### src/rtl/bsg_vanilla_pkg.sv
// Shared vanilla-core definitions used by the scoreboard-clear scheduler.
package bsg_vanilla_pkg;

  localparam int RV32_reg_addr_width_gp = 5;

  localparam int sb_clear_remote_req_idx_gp = 0;
  localparam int sb_clear_div_req_idx_gp    = 1;

  typedef struct packed {
    logic                              v;
    logic [RV32_reg_addr_width_gp-1:0] id;
  } vanilla_sb_clear_req_s;

endpackage

### src/rtl/vanilla_sb_clear_channel.sv
// One register-file clear channel: round-robin arbiter with starvation override,
// per-requester wait counters and registered scoreboard-clear outputs.
module vanilla_sb_clear_channel #(
  parameter int els_p            = 3,
  parameter int starve_limit_p   = 8,
  parameter int reg_addr_width_p = 5
) (
  input  logic                              clk,
  input  logic                              reset,
  input  logic [els_p-1:0]                  req_v,
  input  logic [els_p*reg_addr_width_p-1:0] req_id,
  output logic [els_p-1:0]                  yumi,
  input  logic                              port_free,
  output logic                              sb_clear,
  output logic [reg_addr_width_p-1:0]       sb_clear_id
);

  localparam int unsigned n     = els_p;
  localparam int          ptr_w = (els_p > 1) ? $clog2(els_p) : 1;
  localparam int          cnt_w = $clog2(starve_limit_p + 1);

  logic [ptr_w-1:0]            rr_ptr;
  logic [ptr_w-1:0]            winner;
  logic [ptr_w-1:0]            scan;
  logic                        found;
  logic                        grant;
  logic [els_p-1:0]            starved;
  logic [cnt_w-1:0]            wait_cnt [els_p];
  logic [reg_addr_width_p-1:0] ids      [els_p];
  logic [reg_addr_width_p-1:0] winner_id;

  always_comb begin
    for (int unsigned i = 0; i < n; i++) begin
      ids[i]     = req_id[i*reg_addr_width_p +: reg_addr_width_p];
      starved[i] = (wait_cnt[i] == cnt_w'(starve_limit_p));
    end
  end

  // Starved requesters (lowest index first) pre-empt the round-robin scan.
  always_comb begin
    winner = '0;
    found  = 1'b0;
    scan   = '0;
    for (int unsigned i = 0; i < n; i++) begin
      if (!found && starved[i] && req_v[i]) begin
        winner = ptr_w'(i);
        found  = 1'b1;
      end
    end
    for (int unsigned k = 0; k < n; k++) begin
      scan = ptr_w'((32'(rr_ptr) + k) % n);
      if (!found && req_v[scan]) begin
        winner = scan;
        found  = 1'b1;
      end
    end
  end

  always_comb begin
    grant     = port_free && (|req_v) && !reset;
    winner_id = ids[winner];
    yumi      = '0;
    if (grant) begin
      yumi[winner] = 1'b1;
    end
  end

  always_ff @(posedge clk or posedge reset) begin
    if (reset) begin
      rr_ptr      <= '0;
      sb_clear    <= 1'b0;
      sb_clear_id <= '0;
    end else begin
      sb_clear <= grant;
      if (grant) begin
        sb_clear_id <= winner_id;
        rr_ptr      <= (winner == ptr_w'(n - 1)) ? '0 : winner + 1'b1;
      end
    end
  end

  always_ff @(posedge clk or posedge reset) begin
    if (reset) begin
      for (int unsigned i = 0; i < n; i++) begin
        wait_cnt[i] <= '0;
      end
    end else begin
      for (int unsigned i = 0; i < n; i++) begin
        if (!req_v[i] || yumi[i]) begin
          wait_cnt[i] <= '0;
        end else if (!starved[i]) begin
          wait_cnt[i] <= wait_cnt[i] + cnt_w'(1);
        end
      end
    end
  end

  for (genvar g = 0; g < els_p; g++) begin : g_contract
    a_hold : assert property (@(posedge clk) disable iff (reset)
      (req_v[g] && !yumi[g]) |=> (req_v[g] && $stable(ids[g])));
  end

endmodule

### src/rtl/vanilla_sb_clear_scheduler.sv
// Scoreboard-clear scheduler: independent int and float clear channels.
module vanilla_sb_clear_scheduler
  import bsg_vanilla_pkg::*;
#(
  parameter int els_p            = 3,
  parameter int starve_limit_p   = 8,
  parameter int reg_addr_width_p = RV32_reg_addr_width_gp
) (
  input  logic                              clk_i,
  input  logic                              reset_i,
  input  logic [els_p-1:0]                  int_req_v_i,
  input  logic [els_p*reg_addr_width_p-1:0] int_req_id_i,
  output logic [els_p-1:0]                  int_req_yumi_o,
  input  logic                              int_port_free_i,
  output logic                              int_sb_clear_o,
  output logic [reg_addr_width_p-1:0]       int_sb_clear_id_o,
  input  logic [els_p-1:0]                  float_req_v_i,
  input  logic [els_p*reg_addr_width_p-1:0] float_req_id_i,
  output logic [els_p-1:0]                  float_req_yumi_o,
  input  logic                              float_port_free_i,
  output logic                              float_sb_clear_o,
  output logic [reg_addr_width_p-1:0]       float_sb_clear_id_o
);

  vanilla_sb_clear_channel #(
    .els_p           (els_p),
    .starve_limit_p  (starve_limit_p),
    .reg_addr_width_p(reg_addr_width_p)
  ) int_channel (
    .clk        (clk_i),
    .reset      (reset_i),
    .req_v      (int_req_v_i),
    .req_id     (int_req_id_i),
    .yumi       (int_req_yumi_o),
    .port_free  (int_port_free_i),
    .sb_clear   (int_sb_clear_o),
    .sb_clear_id(int_sb_clear_id_o)
  );

  vanilla_sb_clear_channel #(
    .els_p           (els_p),
    .starve_limit_p  (starve_limit_p),
    .reg_addr_width_p(reg_addr_width_p)
  ) float_channel (
    .clk        (clk_i),
    .reset      (reset_i),
    .req_v      (float_req_v_i),
    .req_id     (float_req_id_i),
    .yumi       (float_req_yumi_o),
    .port_free  (float_port_free_i),
    .sb_clear   (float_sb_clear_o),
    .sb_clear_id(float_sb_clear_id_o)
  );

endmodule

### config.mk
export PLATFORM = sky130hd
export DESIGN_NAME = vanilla_sb_clear_scheduler
export DESIGN_NICKNAME = d
export VERILOG_FILES = /design/src/rtl/bsg_vanilla_pkg.sv /design/src/rtl/vanilla_sb_clear_channel.sv /design/src/rtl/vanilla_sb_clear_scheduler.sv
export SDC_FILE = /design/constraint.sdc
export NUM_CORES = 1
export LEC_CHECK = 0
export ABC_AREA = 1
export ABC_CLOCK_PERIOD_IN_PS = 1900
export BUFFER_PORTS_ARGS = -buffer_cell sky130_fd_sc_hd__buf_4
export CORE_MARGIN = 5
export CORE_UTILIZATION = 23
export DETAILED_ROUTE_END_ITERATION = 10
export GPL_ROUTABILITY_DRIVEN = 0
export PLACE_DENSITY = 0.49
export SYNTH_ARGS = -nofsm -noshare
export SYNTH_HDL_FRONTEND = slang
export SYNTH_HIERARCHICAL = 1
export SYNTH_SLANG_ARGS = --single-unit
export TNS_END_PERCENT = 20
### constraint.sdc
create_clock -name clk_i -period 1.9 [get_ports clk_i]
set_input_delay 0.095 -clock clk_i [delete_from_list [all_inputs] [get_ports clk_i]]
set_output_delay 0.095 -clock clk_i [all_outputs]
set_load 0.05 [all_outputs]
==> summary.md, run 1 <==
| Metric | Value |
|---|---|
| Status | complete, but fails checks |
| Failing checks | setup timing |
| Most common cell after layout, fill and taps aside | buf_4 |
| Fin nets | 547 |
| Pleak | 2.27 nW |
| Final slew viol count | 0 |
| Tightest Pin Transition | 0.656 ns |
| CORE AREA | 12000 µm² |
| Worst Hold Class | input pin to flip-flop |
| Cell Rows | 40 |
| Chip Height | 120 µm |
| Post-DP HPWL | 5.99 mm |
| Synth Cell Area | 2800 µm² |
| Clock share of power | 14.8% |
| Fillcell total | 1187 |
| CTS sink cnt | 40 |
| Share of cells above drive strength 1 | 46.3% |
| Max Clk Rate | 0.479 GHz |
| Area delta synth->final | 57.4% |
| CP Capture Type | output pin |
| Synth warn | 6 |
| CP peak stage delay | 0.37 ns |
| Placed cell area | 3620 µm² |
| Drt via density | 4.45 |
| WP buf/inv | 3 |
| Die area | 14500 µm² |
| Avg Cell Area, Syn | 7.38 µm² |
| Total GRT Usage | 11.0% |
| PortBufs | 57 |
| Cells after Synth | 379 |
| Kind of critical path | flip-flop to output pin |
| FF+latch count, synth | 40 |
| Worst Slack Setup Final | -0.187 ns |
| Startpoint Class | flip-flop |
| Num CTS Buffers | 5 |
| Total routed wirelength | 8.16 mm |
| Skew-Pair Late Insertion Delay | 0.28 ns |
| Clock transition at path regs | 0.06 ns |
| Die width | 120 µm |
| Crit path cell chain | inv_2 -> ha_4 -> inv_4 -> nand2_4 -> nand2_2 -> nand2_2 -> nand2_4 -> nand4_1 -> nor2_2 -> nor2_4 -> nand2_2 -> nor2_4 -> buf_6 |
| Final setup fails | 21 |
| Worst path arrival time | 1.99 ns |
| Vias in the first global route | 2807 |
| Most frequent CP cell | nand2_2 |
| CP delay by family, top | simple AND/OR/NAND/NOR gates |
| Setup TNS | -1.59 ns |
| Grt total ovfl | 0 |
| CTS tree | built |
| Dpl cells | 607 |
| # diodes | 0 |
| Root Driver | clkbuf_16 |
| DRC violations left | 0 |
| P_int | 3.59 mW |
| Pwr/cell area | 1490 nW/µm² |
| ANT nets after route | 0 |
| Setup Skew | 0.00383 ns |
| NetSw | 2.98 mW |
| DRT iter0 DRCs | 119 |
| Final hold violations | 0 |
| Combinational share of power | 66.3% |
| MaxCap Viol Count | 0 |
| Fin area | 4400 µm² |
| Flop pwr share | 18.9% |
| CP Max Fanout | 4 |
| First-pass GRT wire length | 13.2 mm |
| Largest net degree at the start of global routing | 21 |
| Vias | 2844 |
| Initial Util | 23.4% |
| Most frequent cells in the layout | buf_4, nand2_1, inv_1 |
| Slew headroom | 56.1% |
| Final Non-Filler Cells | 639 |
| Max VDD drop | 461 µV |
| Clock Tree Buf Depth | 2 |
| I/O pin count | 58 |
| First-pass iteration count of the detailed router | 4 |
| RSZ-0062 raised after global routing | true |
| Switching share of power | 45.3% |
| CP max stage cell | dfrtp_1 |
| Worst EP required | 1.80 ns |
| Initial antenna violation count | 0 |
| Number of H-tree levels | 2 |
| Register area share after synthesis | 35.8% |
| Yosys cell types | 28 |
| Syn Nets | 435 |
| WL per Instance | 12.8 µm |
| Crit path time final | 2.09 ns |
| Period Utilization, post-route | 110% |
| Place WS | -0.0530 ns |
==> what timing repair did <==
| item | 4_1_cts | 5_1_grt |
|---|---|---|
| pin swaps | 23 | 32 |
| gates resized for setup | 56 | 67 |
| endpoints found under the hold margin | 28 | 0 |
| hold buffers | 1 | 0 |
| endpoints found under the setup margin | 14 | 36 |
| cloned | 0 | 0 |
| buffers inserted | 14 | 9 |
==> cell usage after synthesis (all sizes together) <==
| master | instances | area, µm² |
|---|---|---|
| nand3b | 1 | 7.51 |
| nand4 | 21 | 138 |
| a21oi | 7 | 35.0 |
| and2 | 1 | 6.26 |
| nor2 | 39 | 199 |
| buf | 3 | 17.5 |
| nand2 | 107 | 427 |
| o21ai | 10 | 50.1 |
| nor3 | 11 | 86.3 |
| ha | 16 | 200 |
| xnor2 | 5 | 43.8 |
| nand3 | 45 | 255 |
| or2 | 2 | 12.5 |
| xor2 | 8 | 70.1 |
| inv | 61 | 231 |
| dfrtp | 40 | 1000 |
| o21bai | 2 | 15.0 |
==> power groups by stage <==
| stage | Clock (mW) | Combinational [mW] | Sequential (mW) |
|---|---|---|---|
| global route | 1.03 | 4.72 | 1.27 |
| CTS | 1.01 | 3.77 | 1.23 |
| detailed placement | 0 | 3.23 | 1.24 |
| floorplan | 0 | 1.76 | 1.60 |
| global placement | 0 | 3.22 | 1.23 |
| finish | 0.973 | 4.36 | 1.24 |
==> area by class of cell <==
cell class,count,area (µm²),area share [%]
Clock inverter,3,42.5,0.967
Multi-Input combinational cell,275,1900,43.2
Sequential cell,40,1000,22.7
Clock buffer,5,125,2.84
Timing Repair Buffer,108,897,20.4
Tap cell,147,184,4.18
Inverter,61,250,5.69
==> through the flow <==
stage	hold slack (ns)	util (%)	total power [mW]
floorplan	0.0588	-	3.37
global placement	0.139	30.3	4.45
detailed placement	0.134	30.3	4.47
CTS	0.0134	34.2	6.01
global route	0.0120	36.8	7.02
finish	0.0226	36.8	6.57
==> routing by layer <==
metal / part of all wire (%) / track usage (%)
met5: 0 / 0
met3: 4.0 / 2.06
met2: 51 / 19.2
met1: 43 / 13.5
met4: 2.2 / 4.04
==> flip-flops by register name (all words and copies together) (netlist names) <==
signal                     flops
float_channel/rr_ptr           2
int_channel/sb_clear_id        5
float_channel/sb_clear         1
int_channel/wait_cnt          12
float_channel/sb_clear_id      5
int_channel/rr_ptr             2
int_channel/sb_clear           1
float_channel/wait_cnt        12
==> cells by family (layout without fill, tap and decap cells) <==
logic type | Yosys count | after routing | synth area share [%]
AOI/OAI and AO/OA | 19 | 19 | 3.58
xor gates and xnor gates | 13 | 13 | 4.07
adders and majority gates | 16 | 16 | 7.16
buffers and inverters | 64 | 177 | 8.91
DFF | 40 | 40 | 35.8
and+or+nand+nor | 227 | 227 | 40.5
==> tightest hold or removal path, stage by stage <==
cell and delay, ns:
buf_4 0.07, nand2_1 0.04, nand3_1 0.06
==> path summary, 6_finish.rpt <==
path	from	to	slack (ns)	depth (start not counted)
setup reg to reg	int_channel/rr_ptr[0]$_DFFE_PP0P_	int_channel/sb_clear_id[0]$_DFFE_PP0P_	-0.09	14
hold / removal	int_req_id_i[4]	int_channel/sb_clear_id[4]$_DFFE_PP0P_	0.02	3
min in group asynchronous	reset_i	float_channel/wait_cnt[5]$_DFFE_PP0P_	0.42	3
hold reg to reg	float_channel/sb_clear_id[1]$_DFFE_PP0P_	float_channel/sb_clear_id[1]$_DFFE_PP0P_	0.51	2
setup / recovery	int_channel/rr_ptr[0]$_DFFE_PP0P_	int_req_yumi_o[0]	-0.19	13
max in group asynchronous	reset_i	float_channel/sb_clear_id[0]$_DFFE_PP0P_	0.98	4
No activity file was read; power rests on OpenSTA's default activity.
==> inputs of run 2 (changes only) <==
--- a/config.mk
+++ b/config.mk
@@ -6,7 +6,7 @@
 export NUM_CORES = 1
 export LEC_CHECK = 0
 export ABC_AREA = 1
-export ABC_CLOCK_PERIOD_IN_PS = 1900
+export ABC_CLOCK_PERIOD_IN_PS = 2100
 export BUFFER_PORTS_ARGS = -buffer_cell sky130_fd_sc_hd__buf_4
 export CORE_MARGIN = 5
 export CORE_UTILIZATION = 23
==> constraint.sdc (replaced) <==
create_clock -name clk_i -period 2.1 [get_ports clk_i]
set_input_delay 0.105 -clock clk_i [delete_from_list [all_inputs] [get_ports clk_i]]
set_output_delay 0.105 -clock clk_i [all_outputs]
set_load 0.05 [all_outputs]
==> run 2 against run 1 <==
Net effect: the flow still finishes with violations (setup timing); wire length down 5.0%; largest cell class unchanged; register-to-register slack better by 0.15 ns; clock power down 7.9%; worst hold slack better by 0.012 ns; total power down 19%; non-clock buffer count down 20; setup slack better by 0.16 ns; critical path depth unchanged; final cell count down 3.1%; combinational power down 24%.
==> summary.md, run 2 (synthesis gave the netlist of run 1 again) <==
| Metric | Value |
|---|---|
| Status | complete, but fails checks |
| Failing checks | setup timing |
| Reg2reg setup slack | 0.06 ns |
| Tightest Pin Transition | 0.813 ns |
| CP delay by family, top | simple AND/OR/NAND/NOR gates |
| RSZ-0062 raised after global routing | true |
| Worst Hold Class | input pin to async pin |
| Initial Util | 23.4% |
| Skew-Pair Late Insertion Delay | 0.28 ns |
| Worst EP required | 2.00 ns |
| Dpl cells | 581 |
| Clock transition at path regs | 0.07 ns |
| Worst path arrival time | 2.02 ns |
| First-pass GRT wire length | 13.1 mm |
| CTS tree | built |
| Most frequent cells in the layout | nand2_1, buf_4, inv_1 |
| Number of H-tree levels | 2 |
| Cell Rows | 40 |
| Slew headroom | 45.7% |
| First-pass iteration count of the detailed router | 4 |
| Chip Height | 120 µm |
| Largest net degree at the start of global routing | 21 |
| Pleak | 2.13 nW |
| Max Clk Rate | 0.471 GHz |
| Final slew viol count | 0 |
| # diodes | 0 |
| Total GRT Usage | 10.9% |
| ANT nets after route | 0 |
| Share of cells above drive strength 1 | 37.3% |
| Area delta synth->final | 43.8% |
| Grt total ovfl | 0 |
| Num CTS Buffers | 5 |
| Reg2reg path depth | 17 |
| Kind of critical path | flip-flop to output pin |
| DRC violations left | 0 |
| R2R Path Start | float_channel/rr_ptr[0]$_DFFE_PP0P_ |
| CP Max Fanout | 5 |
| Post-DP HPWL | 5.65 mm |
| Final hold violations | 0 |
| Total power | 5.34 mW |
| Final setup fails | 3 |
| Final Non-Filler Cells | 619 |
| DRT iter0 DRCs | 117 |
| WP buf/inv | 4 |
| Period Utilization, post-route | 101% |
| Die width | 120 µm |
| Max VDD drop | 683 µV |
| Biggest regs | float_channel/wait_cnt x12, int_channel/wait_cnt x12 |
| PortBufs | 57 |
| CP max stage cell | dfrtp_1 |
| CORE AREA | 12000 µm² |
| CP Capture Type | output pin |
| Most frequent CP cell | nand2_2 |
| Pwr/cell area | 1330 nW/µm² |
| Setup Skew | 0.00775 ns |
| CP peak stage delay | 0.41 ns |
| Clock Tree Buf Depth | 2 |
| Crit path cell chain | inv_2 -> ha_4 -> inv_4 -> nand2_4 -> nand2_2 -> nand2_2 -> nand2_2 -> nand2_2 -> nor2_2 -> nor2_4 -> nand3_4 -> inv_2 -> buf_8 |
| WL per Instance | 12.5 µm |
| Vias in the first global route | 2887 |
| Vias | 2732 |
| Worst Slack Setup Final | -0.0234 ns |
| Most common cell after layout, fill and taps aside | nand2_1 |
| Total routed wirelength | 7.75 mm |
| Initial antenna violation count | 0 |
| Crit path time final | 2.12 ns |
| I/O pin count | 58 |
| Setup TNS | -0.0620 ns |
| Startpoint Class | flip-flop |
| Crit path from | float_channel/rr_ptr[0]$_DFFE_PP0P_ |
| Die area | 14500 µm² |
| Fin nets | 527 |
| CTS sink cnt | 40 |
| Drt via density | 4.41 |
| MaxCap Viol Count | 0 |
| Root Driver | clkbuf_16 |
| Reg-to-reg endpoint | float_channel/wait_cnt[3]$_DFFE_PP0P_ |
run 2: power breakdown:
group	leakage, nW	internal, mW	total [mW]	switching [mW]
registers	0.515	0.978	1.13	0.148
logic	1.53	1.33	3.32	1.99
clock network	0.0840	0.565	0.896	0.331
total	2.13	2.88	5.34	2.47
run 2: worst max path at each step:
stage | end | slack (ns) | cells past startpoint
2_1_floorplan | int_channel/sb_clear_id[2]$_DFFE_PP0P_ | 0.17 | 14
3_3_place_gp | float_req_yumi_o[2] | 0.07 | 15
3_5_place_dp | float_req_yumi_o[2] | 0.04 | 15
4_1_cts | int_req_yumi_o[0] | -0.008 | 11
5_1_grt | float_req_yumi_o[0] | -0.14 | 13
6_report | float_req_yumi_o[0] | -0.02 | 13
run 2: layout make-up:
type                       count  area, µm²
multi-input combinational    275       1730
timing repair buffer          88        694
inverter                      61        239
clock inverter                 3       47.5
sequential                    40       1000
fill                        1255       7940
tap                          147        184
clock buffer                   5        125
run 2: metrics by stage:
stage | setup WS, ns | cell area [µm²] | util (%) | hold WS [ns]
floorplan | 0.172 | 2800 | - | 0.0688
global placement | 0.0682 | 3400 | 28.4 | 0.345
detailed placement | 0.0383 | 3400 | 28.4 | 0.340
CTS | -0.00828 | 3950 | 33.0 | 0.0407
global route | -0.136 | 4020 | 33.6 | 0.0637
finish | -0.0234 | 4020 | 33.6 | 0.0345
run 2: repair_timing:
item                       4_1_cts  5_1_grt
hold endpoints to repair         0        0
gates resized for setup         50       17
hold buffers                     0        0
pin swaps                       28       15
setup endpoints to repair        6       15
buffers inserted                27        3
run 2: worst register-to-register path: cells and delay by family, from the launching register on:
family,cells,cell delay [ns]
buf+inv,5,0.50
fa+ha+maj,1,0.16
simple gates,11,0.86
flops,1,0.42
run 2: layer usage:
metal | share of wire [%] | global-route usage [%] | vias up
met5 | 0 | 0 | -
met2 | 50 | 19.2 | 57
met3 | 4.4 | 2.67 | 8
met1 | 45 | 13.1 | 1275
met4 | 0.74 | 3.19 | 0
li1 | - | - | 1392
==> inputs of run 3 (changes only) <==
--- a/config.mk
+++ b/config.mk
@@ -9,10 +9,11 @@
 export ABC_CLOCK_PERIOD_IN_PS = 2100
 export BUFFER_PORTS_ARGS = -buffer_cell sky130_fd_sc_hd__buf_4
 export CORE_MARGIN = 5
-export CORE_UTILIZATION = 23
+export CORE_UTILIZATION = 45
 export DETAILED_ROUTE_END_ITERATION = 10
 export GPL_ROUTABILITY_DRIVEN = 0
-export PLACE_DENSITY = 0.49
+export MAX_ROUTING_LAYER = met4
+export PLACE_DENSITY = 0.77
 export SYNTH_ARGS = -nofsm -noshare
 export SYNTH_HDL_FRONTEND = slang
 export SYNTH_HIERARCHICAL = 1
==> run 3 against run 2 <==
Net effect: the run still ends with setup timing left; combinational power decreased by 3%; utilization grew 30 points; global-route usage rose by 8.3 points; clock skew down 0.0043 ns; fmax shrank 4.2%; total power decreased by 8.0%; sequential power barely moved; sequential share of layout area increased by 1.4 points; design area down 5.4%; final cell count decreased by 12%; clock-buffer cell count up 1.
==> summary.md, run 3 (synthesis gave the netlist of run 1 again) <==
| Metric | Value |
|---|---|
| Placed cell area | 3310 µm² |
| WP buf/inv | 2 |
| CP peak stage delay | 0.41 ns |
| Pwr/cell area | 1290 nW/µm² |
| Worst Hold Class | input pin to async pin |
| Initial antenna violation count | 0 |
| Startpoint Class | flip-flop |
| Num CTS Buffers | 5 |
| Final setup fails | 5 |
| RSZ-0062 raised after global routing | true |
| Max VDD drop | 709 µV |
| Most common cell after layout, fill and taps aside | nand2_1 |
| Worst path arrival time | 2.11 ns |
| Root Driver | clkbuf_8 |
| ANT nets after route | 0 |
| I/O pin count | 58 |
| Largest net degree at the start of global routing | 21 |
| Clock Tree Buf Depth | 2 |
| Setup Skew | 0.00346 ns |
| Area delta synth->final | 36.1% |
| Crit path from | int_channel/wait_cnt[4]$_DFFE_PP0P_ |
| Grt total ovfl | 0 |
| First-pass GRT wire length | 11.5 mm |
| Status | complete, but fails checks |
| Number of H-tree levels | 2 |
| Cell Rows | 28 |
| Initial Util | 46.7% |
| Period Utilization, post-route | 106% |
| Max Clk Rate | 0.451 GHz |
| Most frequent cells in the layout | nand2_1, buf_4, inv_1 |
| Final hold violations | 0 |
| CP Capture Type | output pin |
| Slew headroom | 46.7% |
| First-pass iteration count of the detailed router | 4 |
| Crit path time final | 2.22 ns |
| DRC violations left | 0 |
| Share of cells above drive strength 1 | 37.0% |
| Clock transition at path regs | 0.08 ns |
| Worst EP required | 2.00 ns |
| DRT iter0 DRCs | 95 |
| Total routed wirelength | 7.40 mm |
| CP max stage cell | dfrtp_1 |
| Crit path cell chain | inv_2 -> ha_4 -> nand4_1 -> nand2_1 -> nor2_2 -> nand4_1 -> nand2_2 -> nor2_4 -> nand2_2 -> nor2_4 -> buf_8 |
| Die width | 88.8 µm |
| Fin area | 3800 µm² |
| Fin nets | 522 |
| Kind of critical path | flip-flop to output pin |
| Drt via density | 5.20 |
| Final slew viol count | 0 |
| CTS sink cnt | 40 |
| Die area | 7890 µm² |
| Tightest Pin Transition | 0.798 ns |
| CP Max Fanout | 3 |
| R2R Path Start | int_channel/rr_ptr[0]$_DFFE_PP0P_ |
| WL per Instance | 13.7 µm |
| Chip Height | 88.8 µm |
| CTS tree | built |
| Setup TNS | -0.249 ns |
| Biggest regs | float_channel/wait_cnt x12, int_channel/wait_cnt x12 |
| Post-DP HPWL | 5.17 mm |
| Worst Slack Setup Final | -0.116 ns |
| Total GRT Usage | 19.2% |
| Skew-Pair Late Insertion Delay | 0.29 ns |
| CP delay by family, top | simple AND/OR/NAND/NOR gates |
| MaxCap Viol Count | 0 |
| Pleak | 2.06 nW |
| # diodes | 0 |
| Reg2reg setup slack | 0.06 ns |
| Vias in the first global route | 2706 |
| PortBufs | 57 |
| Vias | 2821 |
| Failing checks | setup timing |
| Total power | 4.92 mW |
| CORE AREA | 5990 µm² |
## run 3: path summary, 6_finish.rpt
check | to | depth (start not counted)
min in group clk_i | int_channel/sb_clear_id[4]$_DFFE_PP0P_ | 3
max in group asynchronous | float_channel/sb_clear_id[3]$_DFFE_PP0P_ | 2
max reg2reg | int_channel/sb_clear_id[3]$_DFFE_PP0P_ | 17
max | int_req_yumi_o[0] | 11
min reg2reg | int_channel/sb_clear_id[4]$_DFFE_PP0P_ | 2
min | int_channel/wait_cnt[9]$_DFFE_PP0P_ | 2
## run 3: power by group
part           switching, mW  internal, mW  leakage [nW]
Combinational           1.93          1.30          1.49
Sequential             0.159         0.977         0.515
Clock                  0.286         0.269        0.0516
## run 3: stage by stage
stage	cells	hold slack, ns	setup slack, ns	utilization, %
after floorplan	379	0.0688	0.172	-
after global placement	509	0.328	0.129	55.2
after detailed placement	509	0.327	0.0885	55.2
after CTS	526	0.0131	-0.0563	59.6
after global routing	542	0.00588	-0.287	63.5
final	542	0.00429	-0.116	63.5
## run 3: worst register-to-register path, stage by stage, from the launching register on
cell and delay [ns]:
dfrtp_1 0.42, inv_2 0.09, ha_4 0.16, inv_4 0.06, nand2_1 0.07, nand2_2 0.07
nand2_2 0.07, nand2_2 0.07, nor2_4 0.12, nand2_1 0.09, nor2_2 0.15, nor2_4 0.06
buf_4 0.12, buf_4 0.13, nand3_1 0.08, nand3_1 0.09, nand2_1 0.06, inv_1 0.04
## run 3: repair_timing
action                                  CTS  global route
resized for setup                        26            39
endpoints found under the setup margin    6            12
hold buffers                              0             0
pin swaps                                17            21
buffers inserted                          9            16
hold endpoints to repair                  0             0
## run 3: area by class of cell
cell class	count	area [µm²]
clock inverters	2	13.8
flip-flops and latches	40	1000
well taps	75	93.8
multi-input cells	275	1720
repair buffers	83	661
fillers	500	2190
clock buffers	6	82.6
inverters	61	234
## run 3: layer usage
metal	GRT usage [%]	part of all wire (%)
met1	21.6	41
met2	32.6	50
met3	4.00	5.7
met4	8.52	3.3
met5	-	0
